<file path="src/rtl/microsequencer.sv">
// Microstore next-address sequencer: decode/increment/jump/branch/wait/call/return.
// Optional return stack enabled by defining MICROSEQ_RETURN_STACK_EN.
module microsequencer #(
  parameter int unsigned ADDR_W      = 10,
  parameter int unsigned STACK_DEPTH = 4
) (
  input  logic              clk,
  input  logic              reset,
  input  logic [2:0]        ns_type,
  input  logic [1:0]        cond_sel,
  input  logic              inv,
  input  logic [ADDR_W-1:0] cr_addr,
  input  logic [ADDR_W-1:0] decoded_state,
  input  logic [3:0]        cond,
  input  logic              moc,
  output logic [ADDR_W-1:0] next_state,
  output logic              stack_err
);

  typedef enum logic [2:0] {
    NS_DECODE = 3'b000,
    NS_INC    = 3'b001,
    NS_JUMP   = 3'b010,
    NS_BRANCH = 3'b011,
    NS_WAIT   = 3'b100,
    NS_CALL   = 3'b101,
    NS_RETURN = 3'b110,
    NS_RSVD   = 3'b111
  } ns_t;

  ns_t               ns;
  logic [ADDR_W-1:0] s_inc;
  logic              cond_hit;
  logic [ADDR_W-1:0] addr_d;

  assign ns       = ns_t'(ns_type);
  assign s_inc    = next_state + ADDR_W'(1);
  assign cond_hit = cond[cond_sel] ^ inv;

`ifdef MICROSEQ_RETURN_STACK_EN
  localparam int unsigned PTR_W = (STACK_DEPTH > 1) ? $clog2(STACK_DEPTH) : 1;
  localparam logic [PTR_W:0] FULL_LVL = (PTR_W+1)'(STACK_DEPTH);

  logic [ADDR_W-1:0] stack_mem [STACK_DEPTH];
  logic [PTR_W:0]    depth;
  logic [PTR_W-1:0]  top_idx;
  logic              is_full;
  logic              is_empty;
  logic              do_push;
  logic              do_pop;
  logic              err_set;

  assign is_full  = (depth == FULL_LVL);
  assign is_empty = (depth == '0);
  // Depth is a power of two, so the low bits of a full counter wrap to 0 and top_idx stays valid.
  assign top_idx  = depth[PTR_W-1:0] - PTR_W'(1);
  assign do_push  = (ns == NS_CALL)   && !is_full;
  assign do_pop   = (ns == NS_RETURN) && !is_empty;
  assign err_set  = ((ns == NS_CALL) && is_full) || ((ns == NS_RETURN) && is_empty);

  always_comb begin
    addr_d = next_state;
    case (ns)
      NS_DECODE: addr_d = decoded_state;
      NS_INC:    addr_d = s_inc;
      NS_JUMP:   addr_d = cr_addr;
      NS_BRANCH: addr_d = cond_hit ? cr_addr : s_inc;
      NS_WAIT:   addr_d = moc ? s_inc : next_state;
      NS_CALL:   addr_d = cr_addr;
      NS_RETURN: addr_d = is_empty ? '0 : stack_mem[top_idx];
      NS_RSVD:   addr_d = '0;
      default:   addr_d = '0;
    endcase
  end

  // Entries carry no reset; occupancy alone decides what is visible.
  always_ff @(posedge clk) begin
    if (!reset && do_push)
      stack_mem[depth[PTR_W-1:0]] <= s_inc;
  end

  always_ff @(posedge clk) begin
    if (reset) begin
      next_state <= '0;
      depth      <= '0;
      stack_err  <= 1'b0;
    end else begin
      next_state <= addr_d;
      if (do_push)
        depth <= depth + (PTR_W+1)'(1);
      else if (do_pop)
        depth <= depth - (PTR_W+1)'(1);
      if (err_set)
        stack_err <= 1'b1;
    end
  end
`else
  always_comb begin
    addr_d = next_state;
    case (ns)
      NS_DECODE: addr_d = decoded_state;
      NS_INC:    addr_d = s_inc;
      NS_JUMP:   addr_d = cr_addr;
      NS_BRANCH: addr_d = cond_hit ? cr_addr : s_inc;
      NS_WAIT:   addr_d = moc ? s_inc : next_state;
      NS_CALL:   addr_d = '0;
      NS_RETURN: addr_d = '0;
      NS_RSVD:   addr_d = '0;
      default:   addr_d = '0;
    endcase
  end

  always_ff @(posedge clk) begin
    if (reset)
      next_state <= '0;
    else
      next_state <= addr_d;
  end

  assign stack_err = 1'b0;
`endif

endmodule
</file>
<file path="config.mk">
export PLATFORM = sky130hd
export DESIGN_NAME = microsequencer
export DESIGN_NICKNAME = d
export VERILOG_FILES = /design/src/rtl/microsequencer.sv
export SDC_FILE = /design/constraint.sdc
export NUM_CORES = 1
export LEC_CHECK = 0
export ABC_AREA = 1
export CORE_MARGIN = 3
export CORE_UTILIZATION = 34
export CTS_BUF_LIST = sky130_fd_sc_hd__clkbuf_8
export DETAILED_ROUTE_END_ITERATION = 7
export PLACE_DENSITY_LB_ADDON = 0.05
export SLEW_MARGIN = 20
export SYNTH_ARGS = -nofsm -noshare
export SYNTH_HDL_FRONTEND = slang
export SYNTH_SLANG_ARGS = --single-unit
export TNS_END_PERCENT = 100
</file>
<file path="constraint.sdc">
create_clock -name clk -period 1.7 [get_ports clk]
set_input_delay 0.34 -clock clk [delete_from_list [all_inputs] [get_ports clk]]
set_output_delay 0.34 -clock clk [all_outputs]
set_load 0.01 [all_outputs]
</file>
## Yosys cells after proc, flatten, opt, wreduce, memory -nomap -nowiden

Index checks and enable logic that the tools add are counted.

- Flip-flop bits (word level): 10
- Input bits: 33
- Output and inout bits: 11
- Logic and storage cells: 19

- Add/subtract/negate cells: 1
- Magnitude comparators: 1
- Equality and inequality tests: 8
- Mux-type cells: 5
- Bitwise operators: 1
- Reduce and logical (&&, ||, !) cells: 2

Operators with widths:

| cell | number |
|---|---|
| 10-bit case mux with 6 select lines | 1 |
| 10-bit two-way mux | 2 |
| 3-bit == test (second input constant) | 4 |
| 10-bit by 1-bit adder with 10-bit output (second input constant) | 1 |
| 3-bit by 2-bit == test with 1-bit output (second input constant) | 2 |
| 3-bit by 1-bit == test with 1-bit output (second input constant) | 1 |
| 3-bit logical NOT | 1 |
| 2-bit by 3-bit less-than comparator with 1-bit output (second input constant) | 1 |
| 3-bit OR reduction | 1 |
| 1-bit binary-select mux with 2-bit select | 1 |
| 2-bit != test (second input constant) | 1 |
| 1-bit two-way mux | 1 |
| 1-bit bitwise XOR | 1 |

## Depth between registers and ports, before layout

- Word-level depth: 5
- Gate-level depth with buffers: 11
- Depth with buffers taken out: 11

## Worst setup path after synthesis

No wires, ideal clock.

- Path type: reg-to-reg
- Start: register next_state[0]
- End: register next_state[8]
- Library setup time: 0.135 ns
- Arrival: 1.324 ns
- Data required time: 1.565 ns
- Slack: 0.241 ns
- Cell stages (with the launch flop): 11
- Path buffers: 0
- Period minus slack after synthesis: 1.459 ns
- Cell sequence: dfxtp_1 > ha_1 > nand2_1 > nor2_1 > nand2_1 > xor2_1 > clkinv_1 > nand2_1 > nand3_1 > nand2_1 > a21oi_1

- Longest elaborated chain between the ends: 3
- Elaborated cells on any way between the ends: 4
- Classes of those cells: add/sub (1); mux (3)

RTL lines:

| item | line | text |
|---|---|---|
| start: declaration | 16 | `output logic [ADDR_W-1:0] next_state,` |
| start signal: assignment | 117 | `next_state <= addr_d;` |
| 10-bit by 1-bit adder with 10-bit output * | 37 | `assign s_inc = next_state + ADDR_W'(1);` |
| 10-bit two-way mux (on tied branches) | 105, 104 |  |
| 10-bit case mux with 6 select lines * | 100 | `case (ns)` |

Mark *: on every way between the ends. The rest lies on a longest branch, timed or not. The select of a mux whose other input is x is not followed.
A chain may end at the register's enable or synchronous reset.

## Worst setup path in the final report

- Start: register next_state[4]
- End: output port next_state[4]

No word-level cell between the ends.

==> flow_summary.toml <==
[floorplanning]
die_area_sq_um = 3159
start_util = 0.3731
io_pins = 44
coreArea_sq_um = 2297
rows = 17
die_y_microns = 56.21
dieWidth_microns = 56.21

[yosys]
synth-async-reset-ratio = 0
synth_seq_area_share = 0.2336
yosys.area.top_type_share = 0.2453
synth.distinct_cells = 24
syn-cell-area_sq_um = 857.1
synthFlopType = "dfxtp_1"
synth.top_cells.by_count = "nand2_1, nand3_1, dfxtp_1"
postSynthCellCount = 142
synth_area_leaders = "nand2_1, dfxtp_1, nand3_1"
synth.avg_cell_area_sq_um = 6.036
ys_warn_count = 0
synth.most_common_cell = "nand2_1"
synth_top_area_cell = "nand2_1"
synth_edf_count = 0
ys_seq_elements = 10
synth.net_count = 176

[clocking]
cts_buffers = 3
h-tree-depth = 1
cts_tree = "done"
cts_sinks = 10
clockBufferDepth = 2
root_buffer = "clkbuf_8"
post_cts_buffers = 0
insertion_delay_ns = 0.23
clk_pin_slew_ns = 0.05

[detailed_routing]
post-route-drc-count = 0
drt_iter0_markers = 17
wire_per_inst_microns = 11.94
wl_mm = 2.592
antenna_left = 0
firstDrtPassIters = 4
num_vias = 1049
via_per_inst = 4.834

[finish]
num_antenna_cells = 0
top_register = "next_state"
postLayoutCellArea_sq_um = 1405
area_growth_pct = 63.94
largest_register_ffs = 10
fin_nets = 225
reg_top3 = "next_state x10"
drive_above_1_share = 0.1534

[global_routing]
grt_pass1_wl_mm = 4.284
grt_overflow = 0
grt_max_degree = 11
antenna_found_initial = 0
grt_usage = 0.1693
grt_pass1_vias = 998

[pwr]
finalPower_mw = 0.8067
leakagePower_nw = 0.6221
vdd_ir_drop_max_mv = 0.6278
power.density_cell_area_nw_per_um2 = 574.1

[critical_path]
path_buf_inv = 1
critPathSlowestCell = "clkdlybuf4s50_1"
critPathLaunch = "next_state[4]"
reg2reg_slack_ns = 0.23
cp.depth = 1
crit_type = "flop to output pin"
max_stage_delay_ns = 0.58
r2r_cells = 10
worstPathRequired_ns = 1.36
start_kind = "flop"
end_kind = "output pin"
critical_path.top_delay_family = "buffers and inverters"
r2r_start = "next_state[0]"
endpoint = "next_state[4]"
cp.arrival_ns = 1.25
worstPathCellList = "clkdlybuf4s50_1"
reg2reg_to = "next_state[8]"
crit_fanout = 6

[place]
placed_cell_area_sq_um = 1338
hpwlAfterDp_mm = 1.950
portBuffers = 42
finalWeightedCongestion = 0.8432

[flow_run]
cap_violations = 0

[timing]
clock_skew_ns = 0.0001749
setup_viol_count_final = 0
drv_slew = 0
hold_viol = 0
timing.fmax_mhz = 627.0
rsz0062_at_grt = "no"
min_period_over_period = 0.9382
post-route-min-period_ns = 1.595
whs_ns = 0.5133

[status]
status = "finished clean"

[hold_path]
hp-class = "flop to flop"
-- cell type report --
class	instances	area [sq um]
Timing Repair Buffer	48	467.9
Tap cell	28	35.03
Sequential cell	10	200.2
Clock buffer	3	41.29
Multi-Input combinational cell	117	616.8
Fill cell	243	892.1
Inverter	11	43.79
-- power breakdown --
group	leakage (nW)	switching, mW	internal (mW)
clock network	0.0216	0.0958	0.155
registers	0.0823	0.0224	0.254
logic	0.518	0.125	0.154
-- cell usage in the layout, fill, tap and decap left out --
| master | netlist | final |
|---|---|---|
| clkinv_1 | 1 | 1 |
| xor2_1 | 7 | 7 |
| o21ai_2 | 0 | 1 |
| nor2_4 | 0 | 1 |
| buf_4 | 1 | 6 |
| nand3b_1 | 1 | 1 |
| nand2_1 | 56 | 55 |
| inv_2 | 4 | 4 |
| nand3_2 | 4 | 4 |
| inv_1 | 5 | 5 |
| o21ai_1 | 2 | 1 |
| conb_1 | 1 | 1 |
| nand2_2 | 2 | 3 |
| nand3_1 | 23 | 22 |
| inv_4 | 1 | 1 |
| a21oi_2 | 2 | 2 |
| nor2_2 | 2 | 1 |
| dlymetal6s2s_1 | 0 | 1 |
| a21oi_1 | 8 | 8 |
| dfxtp_1 | 10 | 10 |
| clkdlybuf4s50_1 | 0 | 41 |
| nor3_4 | 1 | 1 |
| nand3_4 | 0 | 1 |
| clkbuf_8 | 0 | 3 |
| nand2_4 | 1 | 1 |
| ha_1 | 1 | 1 |
| nor2_1 | 6 | 6 |
-- kinds of logic after synthesis --
group	after synthesis	share of synthesized area
buf+inv	15	0.07444
compound gates	12	0.07884
other cells	1	0.004375
simple gates	96	0.5226
flops	10	0.2336
xor+xnor	7	0.07153
fa+ha+maj	1	0.01460
-- worst register-to-register path, delay by kind of cell (launching register included) --
family                   cells  cell delay [ns]
AO/OA/AOI/OAI                1             0.05
flip-flops                   1             0.34
adder cells (fa/ha/maj)      1             0.18
AND/OR/NAND/NOR              6             0.54
buffers and inverters        1             0.08
XOR/XNOR                     1             0.15
-- layer usage --
metal  up-vias  global-route usage  wire length, microns
li1        552                   -                     -
met1       463              0.2175                  1210
met3         2             0.05336                   158
met4         0             0.03390                    12
met2        32              0.2771                  1209
met5         -                   0                     0
-- how the worst min path moves through the flow --
stage	from	endpoint	slack, ns	cells past startpoint
after CTS	next_state[9]	next_state[9]	0.51	2
after detailed placement	next_state[9]	next_state[9]	0.50	2
after floorplan	next_state[9]	next_state[9]	0.52	2
after global routing	next_state[9]	next_state[9]	0.53	2
final	next_state[8]	next_state[8]	0.51	2
after global placement	next_state[9]	next_state[9]	0.50	2
-- timing repair --
action                                 in CTS  in global routing
hold buffers                                0                  0
setup endpoints to repair                   0                 10
resized for setup                           0                  6
endpoints found under the hold margin       0                  0
-- stage by stage --
stage | cells | setup slack, ns | TNS [ns] | util
after floorplan | 142 | 0.2407 | 0 | -
after global placement | 214 | -0.1504 | -1.451 | 0.5822
after detailed placement | 214 | -0.2302 | -2.050 | 0.5822
after CTS | 217 | 0.01085 | 0 | 0.6002
after global routing | 217 | 0.02339 | 0 | 0.6117
final | 217 | 0.1050 | 0 | 0.6117
No activity file was read; power rests on OpenSTA's default activity.
